## config.mk

```make
export PLATFORM = sky130hd
export DESIGN_NAME = spell_mem_arbiter
export DESIGN_NICKNAME = d
export VERILOG_FILES = /design/src/rtl/spell_mem_arb_pkg.sv /design/src/rtl/spell_rr_arb2.sv /design/src/rtl/spell_mem_arbiter.sv
export SDC_FILE = /design/constraint.sdc
export NUM_CORES = 1
export LEC_CHECK = 0
export ABC_AREA = 1
export ABC_CLOCK_PERIOD_IN_PS = 1800
export CORE_UTILIZATION = 25
export DETAILED_ROUTE_END_ITERATION = 10
export DONT_BUFFER_PORTS = 1
export GPL_TIMING_DRIVEN = 0
export SLEW_MARGIN = 20
export SYNTH_ARGS = -nofsm -noshare
export SYNTH_HDL_FRONTEND = slang
export SYNTH_HIERARCHICAL = 1
export SYNTH_SLANG_ARGS = --single-unit
```

## constraint.sdc

```tcl
create_clock -name clk -period 1.8 [get_ports clk]
set_input_delay 0.36 -clock clk [delete_from_list [all_inputs] [get_ports clk]]
set_output_delay 0.36 -clock clk [all_outputs]
set_load 0.005 [all_outputs]
```

## src/rtl/spell_mem_arb_pkg.sv

```systemverilog
// rtl/spell_mem_arb_pkg.sv - shared encodings and constants for the spell_mem arbiter
package spell_mem_arb_pkg;

  typedef enum logic [1:0] {
    ST_IDLE  = 2'd0,
    ST_ISSUE = 2'd1,
    ST_RESP  = 2'd2
  } arb_state_e;

  localparam logic PORT_A = 1'b0;
  localparam logic PORT_B = 1'b1;

  localparam int WDOG_W = 8;

  localparam logic [7:0] ABORT_RDATA = 8'hFF;

endpackage

```

## src/rtl/spell_rr_arb2.sv

```systemverilog
// rtl/spell_rr_arb2.sv - combinational two-way round-robin picker
module spell_rr_arb2
  import spell_mem_arb_pkg::*;
(
  input  logic [1:0] req,
  input  logic       last_grant,
  output logic       grant_valid,
  output logic       grant_idx
);

  // A lone requester wins outright; on contention the port that did not win last time goes next
  always_comb begin
    grant_valid = |req;
    grant_idx   = PORT_A;
    if (req == 2'b11) begin
      grant_idx = ~last_grant;
    end else if (req[PORT_B]) begin
      grant_idx = PORT_B;
    end
  end

endmodule

```

## src/rtl/spell_mem_arbiter.sv

```systemverilog
// rtl/spell_mem_arbiter.sv - shares the spell_mem access port between core (A) and debug/loader (B)
module spell_mem_arbiter
  import spell_mem_arb_pkg::*;
#(
  parameter int unsigned TIMEOUT_CYCLES = 255
) (
  input  logic       clk,
  input  logic       rst,

  input  logic       a_req,
  input  logic [7:0] a_addr,
  input  logic [7:0] a_data_in,
  input  logic       a_type_data,
  input  logic       a_write,
  output logic       a_ack,
  output logic       a_err,
  output logic [7:0] a_rdata,

  input  logic       b_req,
  input  logic [7:0] b_addr,
  input  logic [7:0] b_data_in,
  input  logic       b_type_data,
  input  logic       b_write,
  output logic       b_ack,
  output logic       b_err,
  output logic [7:0] b_rdata,

  output logic       mem_select,
  output logic [7:0] mem_addr,
  output logic [7:0] mem_data_in,
  output logic       mem_type_data,
  output logic       mem_write,
  input  logic [7:0] mem_data_out,
  input  logic       mem_data_ready,

  output logic       busy,
  output logic       owner_b
);

  localparam logic [WDOG_W-1:0] TIMEOUT_L  = WDOG_W'(TIMEOUT_CYCLES);
  localparam logic              TIMEOUT_EN = (TIMEOUT_CYCLES != 0);

  arb_state_e        state_q;
  logic              owner_q;
  logic              last_grant_q;
  logic [7:0]        addr_q;
  logic [7:0]        wdata_q;
  logic              type_q;
  logic              write_q;
  logic [WDOG_W-1:0] wdog_q;
  logic              a_ack_q, b_ack_q;
  logic              a_err_q, b_err_q;
  logic [7:0]        a_rdata_q, b_rdata_q;

  logic              grant_valid;
  logic              grant_idx;

  spell_rr_arb2 u_rr (
    .req         ({b_req, a_req}),
    .last_grant  (last_grant_q),
    .grant_valid (grant_valid),
    .grant_idx   (grant_idx)
  );

  // Single FSM: grant and latch in IDLE, hold the memory access in ISSUE, pulse the response in RESP
  always_ff @(posedge clk) begin
    if (rst) begin
      state_q      <= ST_IDLE;
      owner_q      <= PORT_A;
      last_grant_q <= PORT_B;
      addr_q       <= '0;
      wdata_q      <= '0;
      type_q       <= 1'b0;
      write_q      <= 1'b0;
      wdog_q       <= '0;
      a_ack_q      <= 1'b0;
      b_ack_q      <= 1'b0;
      a_err_q      <= 1'b0;
      b_err_q      <= 1'b0;
      a_rdata_q    <= 8'h00;
      b_rdata_q    <= 8'h00;
    end else begin
      case (state_q)
        ST_IDLE: begin
          if (grant_valid) begin
            owner_q <= grant_idx;
            addr_q  <= (grant_idx == PORT_B) ? b_addr      : a_addr;
            wdata_q <= (grant_idx == PORT_B) ? b_data_in   : a_data_in;
            type_q  <= (grant_idx == PORT_B) ? b_type_data : a_type_data;
            write_q <= (grant_idx == PORT_B) ? b_write     : a_write;
            wdog_q  <= '0;
            state_q <= ST_ISSUE;
          end
        end
        ST_ISSUE: begin
          // Ready is checked first so a completion on the final watchdog cycle is not reported as an abort
          if (mem_data_ready) begin
            if (owner_q == PORT_B) b_rdata_q <= mem_data_out;
            else                   a_rdata_q <= mem_data_out;
            a_ack_q      <= (owner_q == PORT_A);
            b_ack_q      <= (owner_q == PORT_B);
            a_err_q      <= 1'b0;
            b_err_q      <= 1'b0;
            last_grant_q <= owner_q;
            state_q      <= ST_RESP;
          end else if (TIMEOUT_EN && (wdog_q == TIMEOUT_L)) begin
            if (owner_q == PORT_B) b_rdata_q <= ABORT_RDATA;
            else                   a_rdata_q <= ABORT_RDATA;
            a_ack_q      <= (owner_q == PORT_A);
            b_ack_q      <= (owner_q == PORT_B);
            a_err_q      <= (owner_q == PORT_A);
            b_err_q      <= (owner_q == PORT_B);
            last_grant_q <= owner_q;
            state_q      <= ST_RESP;
          end else begin
            wdog_q <= wdog_q + WDOG_W'(1);
          end
        end
        ST_RESP: begin
          a_ack_q <= 1'b0;
          b_ack_q <= 1'b0;
          a_err_q <= 1'b0;
          b_err_q <= 1'b0;
          state_q <= ST_IDLE;
        end
        default: begin
          state_q <= ST_IDLE;
        end
      endcase
    end
  end

  assign a_ack         = a_ack_q;
  assign a_err         = a_err_q;
  assign a_rdata       = a_rdata_q;
  assign b_ack         = b_ack_q;
  assign b_err         = b_err_q;
  assign b_rdata       = b_rdata_q;
  assign mem_select    = (state_q == ST_ISSUE);
  assign mem_addr      = addr_q;
  assign mem_data_in   = wdata_q;
  assign mem_type_data = type_q;
  assign mem_write     = write_q;
  assign busy          = (state_q != ST_IDLE);
  assign owner_b       = owner_q;

endmodule
```

== Word-level counts from Yosys, hierarchy flattened ==
Index checks and enable logic that the tools add are counted.
Operators by class
  add/sub/neg operators: 1
  eq/ne operators: 8
  multiplexer cells: 32
  bitwise logic cells: 2
  reductions and logical operators: 13
Operator list (count)
  $mux 8: 13
  $pmux 8 s2: 1
  $mux 1: 10
  $add 8x1->8 const B: 1
  $eq 8x8->1 const B: 1
  $pmux 1 s2: 4
  $reduce_and 2->1: 4
  $reduce_bool 2->1: 4
  $mux 2: 3
  $ne 2x2->1 const B: 3
  $reduce_and 3->1: 2
  $eq 2x2->1 const B: 2
  $pmux 2 s2: 1
  $reduce_and 4->1: 1
  $ne 3x1->1 const B: 1
  $eq 2x1->1 const B: 1
  $logic_not 2->1: 1
  $not 1->1: 2
  $reduce_or 2->1: 1
Word-level totals
  register bits after elaboration: 50
  logic and storage cells: 70
  output and inout port bits: 41

== Depth between registers and ports, before layout ==
Gate-level depths: netlist (run 1).
  word-level depth: 4
  mapped depth: 10
  gate-level depth less buffers: 8

== Modules after synthesis ==
Netlist (run 1), hierarchy kept.
By module, submodules not included
  spell_mem_arbiter: area an instance 2483.6 um^2, cells an instance 359, instances 1, seq. area each 1001.0 um^2
  spell_rr_arb2: area an instance 15.0 um^2, cells an instance 3, instances 1, seq. area each 0.0 um^2

== Least setup slack after synthesis (run 1) ==
OpenSTA, ideal clock, no wires.
  path type: reg-to-reg
  start point: register state_q[1]
  end point: register wdog_q[0]
  arrival: 1.350 ns
  setup slack: 0.336 ns
  buffers on the path: 2
  setup time: 0.114 ns
  period minus slack after synthesis: 1.464 ns
  data required time: 1.686 ns
  cell stages (with the launch flop): 10
  cell sequence: dfxtp_1 > inv_1 > ha_1 > buf_4 > inv_2 > o21ai_4 > nand3_2 > buf_6 > a21oi_1 > nor2_1
On the way
  longest elaborated chain between the ends: 3
RTL lines
  from (decl): line spell_mem_arbiter.sv:43  | arb_state_e state_q;
  from (signal assigned): line spell_mem_arbiter.sv:68  | state_q <= ST_IDLE;
  from (signal assigned): line spell_mem_arbiter.sv:92  | state_q <= ST_ISSUE;
  from (signal assigned): line spell_mem_arbiter.sv:105  | state_q <= ST_RESP;
  $eq 2x1->1 *
  via mem_select: line spell_mem_arbiter.sv:28  | output logic mem_select,
  $ne 2x2->1 (no source line) / $reduce_bool 2->1 (equally long branches)
  $reduce_and 4->1 (no source line)
  to (signal assigned): line spell_mem_arbiter.sv:116  | wdog_q <= wdog_q + WDOG_W'(1);
  to (decl): line spell_mem_arbiter.sv:50  | logic [WDOG_W-1:0] wdog_q;
The timed path passes the listed nets; every way through them passes the cells marked *.
A chain may end at the register's enable or synchronous reset.

== Worst setup path after layout (run 1) ==
Same ends and word-level chain as after synthesis.

==> impl_metrics.tcl, run 1 <==
set metrics [dict create \
    synth.net_count 416 \
    p_leak_nw 1.24 \
    num_vias 2298 \
    cp_data_required_time_ns 2.00 \
    finalMaxSlewViolations 0 \
    io_buffers 0 \
    status "finished clean" \
    syn_area_sq_um 2500 \
    period_needed_ns 1.68 \
    cts_made_buffers 5 \
    worstReg2RegStart "state_q[1]$_SDFFE_PP0P_" \
    finalHoldWorstSlack_ns 0.313 \
    cp.arrival_ns 1.88 \
    clock_sinks 50 \
    synth.avg_cell_area_sq_um 6.90 \
    area_growth_pct 12.5 \
    chipWidth_um 102 \
    path_max_fanout 19 \
    hpwl_mm 4.64 \
    final_core_util 0.289 \
    fmax_mhz 594 \
    final-instance-count-excl-fill 505 \
    clkTransAtPathRegs_ns 0.09 \
    worst_slew_pin_slew_ns 0.522 \
    drt_iter0_drc 85 \
    core_sq_um 9730 \
    synth_area_leaders "dfxtp_1, nand2_1, inv_1" \
    cts_max_path_buffers 2 \
    ys_warn_count 6 \
    drive_gt1_frac 0.0860 \
    firstDrtPassIters 4 \
    start_kind "register" \
    diodes 0 \
    n_fill_cell 1098 \
    start_util 0.257 \
    power.density_nw_per_um2 1080 \
    synthCells 362 \
    worst_setup_path_end_kind "register" \
    via_per_inst 4.55 \
    htreeDepth 2 \
    path_class "reg -> reg" \
    cts_tree "yes" \
    ios 90 \
    synth_top_area_frac 0.401 \
    clk_latency_ns 0.30 \
    setup_viol 0 \
    cts_root_buf "clkbuf_8" \
    place_area_sq_um 2670 \
    die_h_um 102 \
    ys_types 26 \
    final_cell_area_sq_um 2810 \
    hold_class "in -> reg" \
    hold_start "b_addr[2]" \
    finalHoldViolCount 0 \
    yosysSeqAreaShare 0.401 \
    synth_area_leader_cell "dfxtp_1" \
    nNetsFinal 425 \
    gp_congestion 0.779 \
    grt_max_degree 20 \
    grt.overflow.total 0 \
    synth_seq_cells 50 \
    relSlewSlack 0.652 \
    crit_path_start "state_q[1]$_SDFFE_PP0P_" \
    dieArea_sq_um 10400 \
    clock_skew_ns 0.00253 \
    grt_usage 0.117 \
    ir_drop_v 0.000406 \
    grt_pass1_vias 2012 \
    finalCritPeriodShare 0.935 \
    ant_nets 0 \
    maxCapViolations 0 \
    dp_cells 495 \
    drc 0 \
    wire_per_inst_um 12.2 \
    antenna_found_initial 0 \
    rows 36 \
    power_w 0.00304 \
    cts-hold-fix-buffers 0 \
    drt-total-wl_mm 6.14 \
    grt_pass1_wl_mm 9.56 \
]
[kinds of logic after synthesis]
group,Yosys count,synth area share
simple gates,173,0.317
buf+inv,84,0.135
compound gates,50,0.123
flops,50,0.401
fa+ha+maj,5,0.0250
[synthesized netlist by cell type, drive strengths merged]
master,number
nand2,95
inv,63
dfxtp,50
nand3,30
a21oi,29
nand4,23
nor2,21
o211ai,18
buf,11
clkbuf,8
ha,5
o21ai,3
clkinv,2
nor3,2
or2,2
[repair_timing]
action	in CTS	in global routing
resized for setup	0	6
pin swaps	0	1
endpoints found under the setup margin	1	30
setup buffers	0	3
[final timing paths]
kind | to | slack [ns] | cells past startpoint
min reg2reg | a_rdata[5]$_SDFFE_PP0P_ | 0.47 | 2
max | wdog_q[0]$_SDFFE_PP0P_ | 0.12 | 9
max reg2reg | wdog_q[0]$_SDFFE_PP0P_ | 0.12 | 9
min | mem_addr[2]$_SDFFE_PP0P_ | 0.31 | 4
[area by class of cell]
cell class	instances	area [sq um]	share of cell area
multi-input combinational	228	1160	0.414
clock buffer	6	72.6	0.0258
sequential	50	1000	0.356
clock inverter	2	37.5	0.0134
buffer	18	101	0.0360
inverter	65	246	0.0877
tap	133	166	0.0592
timing repair buffer	3	22.5	0.00801
[worst max-delay path, cell delays in order, from the launching register on]
cell,delay (ns)
dfxtp_1,0.34
inv_1,0.10
ha_2,0.22
buf_8,0.18
inv_2,0.09
o21ai_4,0.20
nand3_2,0.12
buf_6,0.16
a21oi_1,0.12
nor2_1,0.05
[routing by layer]
metal | routed length, um | global-route usage
met4 | 48 | 0.0330
met2 | 2760 | 0.191
met5 | 0 | 0
met3 | 552 | 0.0369
met1 | 2780 | 0.149
[report_power, final]
group	internal (W)	total [W]	switching, W
registers	0.00128	0.00141	0.000137
clock network	0.000415	0.000788	0.000373
logic	0.000314	0.000840	0.000526
[layout by cell type (no fill, tap or decap), drive strengths merged]
| cell type | netlist | routed |
|---|---|---|
| nand2 | 95 | 95 |
| inv | 63 | 63 |
| dfxtp | 50 | 50 |
| nand3 | 30 | 30 |
| a21oi | 29 | 29 |
| nand4 | 23 | 23 |
| nor2 | 21 | 21 |
| o211ai | 18 | 18 |
| clkbuf | 8 | 15 |
| buf | 11 | 12 |
| ha | 5 | 5 |
| o21ai | 3 | 3 |
| clkinv | 2 | 2 |
| nor3 | 2 | 2 |
| or2 | 2 | 2 |
| clkinvlp | 0 | 1 |
| bufinv | 0 | 1 |
[stage by stage]
| step | TNS (ns) | setup WS (ns) |
|---|---|---|
| after floorplan | 0 | 0.336 |
| final | 0 | 0.118 |
| after CTS | 0 | 0.00974 |
| after global placement | 0 | 0.0886 |
| after global routing | -0.0163 | -0.00975 |
| after detailed placement | 0 | 0.0296 |
[state kept, by name, summed over array words and instances, names as in the netlist]
register and count:
mem_write 1, mem_addr 8, b_rdata 8, a_err 1, state_q 2, owner_b 1
a_ack 1, wdog_q 8, mem_data_in 8, last_grant_q 1, mem_type_data 1, a_rdata 8
b_err 1, b_ack 1
Note: power is estimated with default switching activity, not from simulation.
==> run 2: changes to the inputs <==
Settings changed: HOLD_SLACK_MARGIN set to 0.08.
==> results of run 2 <==
Final layout, timing and power as in run 1 (identical DEF).
==> run 3: changes to the inputs <==
Settings changed: CORE_UTILIZATION 25 to 30.
==> impl_metrics.tcl, run 3 (synthesized netlist as in run 1, its figures left out) <==
set metrics [dict create \
    status "finished clean" \
    ant_nets 0 \
    setup_viol 0 \
    grt_max_degree 15 \
    htreeDepth 2 \
    relSlewSlack 0.699 \
    nNetsFinal 424 \
    worst_setup_path_end_kind "register" \
    io_buffers 0 \
    wire_per_inst_um 12.4 \
    fin_setup_tns_ns 0 \
    drt_iter0_drc 79 \
    finalHoldViolCount 0 \
    grt_usage 0.140 \
    cts_root_buf "clkbuf_8" \
    cp_common_cell "inv_1" \
    crit_chain "inv_1 > ha_2 > nand2_1 > inv_2 > buf_2 > nand3_1 > o211ai_1 > inv_1" \
    rows 32 \
    critical_path.slowest_cell "dfxtp_1" \
    cts_tree "yes" \
    core_sq_um 7890 \
    start_kind "register" \
    drt-total-wl_mm 5.85 \
    hold_class "in -> reg" \
    path_max_fanout 10 \
    multi_input_area_sq_um 1180 \
    die_h_um 93.3 \
    cp_data_required_time_ns 1.99 \
    combPwrFrac 0.280 \
    drive_gt1_frac 0.0889 \
    cp_top_family "buffers and inverters" \
    antenna_found_initial 0 \
    fmax_mhz 609 \
    ios 90 \
    power.density_nw_per_um2 1060 \
    drc 0 \
    area_growth_pct 9.86 \
    seq_power_share 0.486 \
    place_area_sq_um 2630 \
    start_util 0.317 \
    p_switching_w 0.00103 \
    firstDrtPassIters 5 \
    clock_sinks 50 \
    path_class "reg -> reg" \
    finalCritPeriodShare 0.913 \
    period_needed_ns 1.64 \
    p_int_w 0.00189 \
    maxCapViolations 0 \
    cts_made_buffers 5 \
    num_vias 2300 \
    finalMaxSlewViolations 0 \
    grt_pass1_wl_mm 9.75 \
    p_leak_nw 1.23 \
    worst_slew_pin_slew_ns 0.451 \
    cts_max_path_buffers 2 \
    seqCellArea_sq_um 1000 \
    crit_buf_inv 4 \
    swShare 0.352 \
    chipWidth_um 93.3 \
    ir_drop_v 0.000466 \
    grt.overflow.total 0 \
    cts-hold-fix-buffers 0 \
    ff2ff_setup_slack_ns 0.16 \
    hpwl_mm 4.44 \
    clk_latency_ns 0.30 \
    gp_congestion 0.837 \
    final_cell_area_sq_um 2750 \
    layout_common_cells "nand2_1, inv_1, dfxtp_1, a21oi_1, nand3_1" \
    grt_pass1_vias 2128 \
    dieArea_sq_um 8700 \
    cp_slowest_stage_delay_ns 0.36 \
    via_per_inst 4.86 \
    n_fill_cell 873 \
    rsz0062_at_grt "no" \
    diodes 0 \
    final_common_cell "nand2_1" \
    clock_skew_ns 0.00887 \
    share_clk_of_total_power 0.234 \
    clkTransAtPathRegs_ns 0.09 \
    cp.arrival_ns 1.84 \
]
-- run 3: path summary, 6_finish.rpt --
path,endpoint,depth (start not counted),start
hold / removal,mem_data_in[5]$_SDFFE_PP0P_,4,b_data_in[5]
setup / recovery,mem_data_in[2]$_SDFFE_PP0P_,8,state_q[0]$_SDFFE_PP0P_
hold reg to reg,a_rdata[0]$_SDFFE_PP0P_,2,a_rdata[0]$_SDFFE_PP0P_
setup reg to reg,mem_data_in[2]$_SDFFE_PP0P_,8,state_q[0]$_SDFFE_PP0P_
-- run 3: repair_timing --
item	4_1_cts	5_1_grt
buffers inserted	0	1
endpoints found under the setup margin	4	31
pin swaps	0	1
gates resized for setup	1	5
-- run 3: tightest hold or removal path, stage by stage --
cell	delay, ns
nand2_1	0.03
nand3_1	0.07
o211ai_1	0.08
inv_1	0.05
-- run 3: per-stage QoR --
stage | hold slack [ns] | utilization | worst slack (ns) | power [W] | std cells
6_report | 0.312 | 0.348 | 0.157 | 0.00291 | 473
5_1_grt | 0.312 | 0.348 | 0.0153 | 0.00314 | 473
4_1_cts | 0.305 | 0.345 | 0.0658 | 0.00292 | 472
3_5_place_dp | 0.455 | 0.333 | 0.0179 | 0.00223 | 464
3_3_place_gp | 0.454 | 0.333 | 0.0443 | 0.00221 | 464
2_1_floorplan | 0.442 | - | 0.336 | 0.00204 | 362
-- run 3: power by group through the flow --
stage,clock [W],combinational (W),sequential [W]
after floorplan,0,0.000641,0.00140
after global placement,0,0.000776,0.00143
after detailed placement,0,0.000792,0.00143
after CTS,0.000708,0.000794,0.00141
after global routing,0.000761,0.000942,0.00144
final,0.000682,0.000815,0.00141
-- run 3: layout make-up --
type	instances	share of cell area
clock inverters	1	0.00182
inverters	65	0.0889
plain buffers	19	0.0356
multi-input cells	228	0.428
well taps	102	0.0465
flip-flops and latches	50	0.365
clock buffers	7	0.0314
repair buffers	1	0.00273
-- run 3: metal layers --
layer	global-route usage	up-vias	wire, um
met2	0.232	97	2500
li1	-	1178	-
met5	0	-	0
met3	0.0488	2	520
met4	0.0397	0	40
met1	0.171	1023	2790
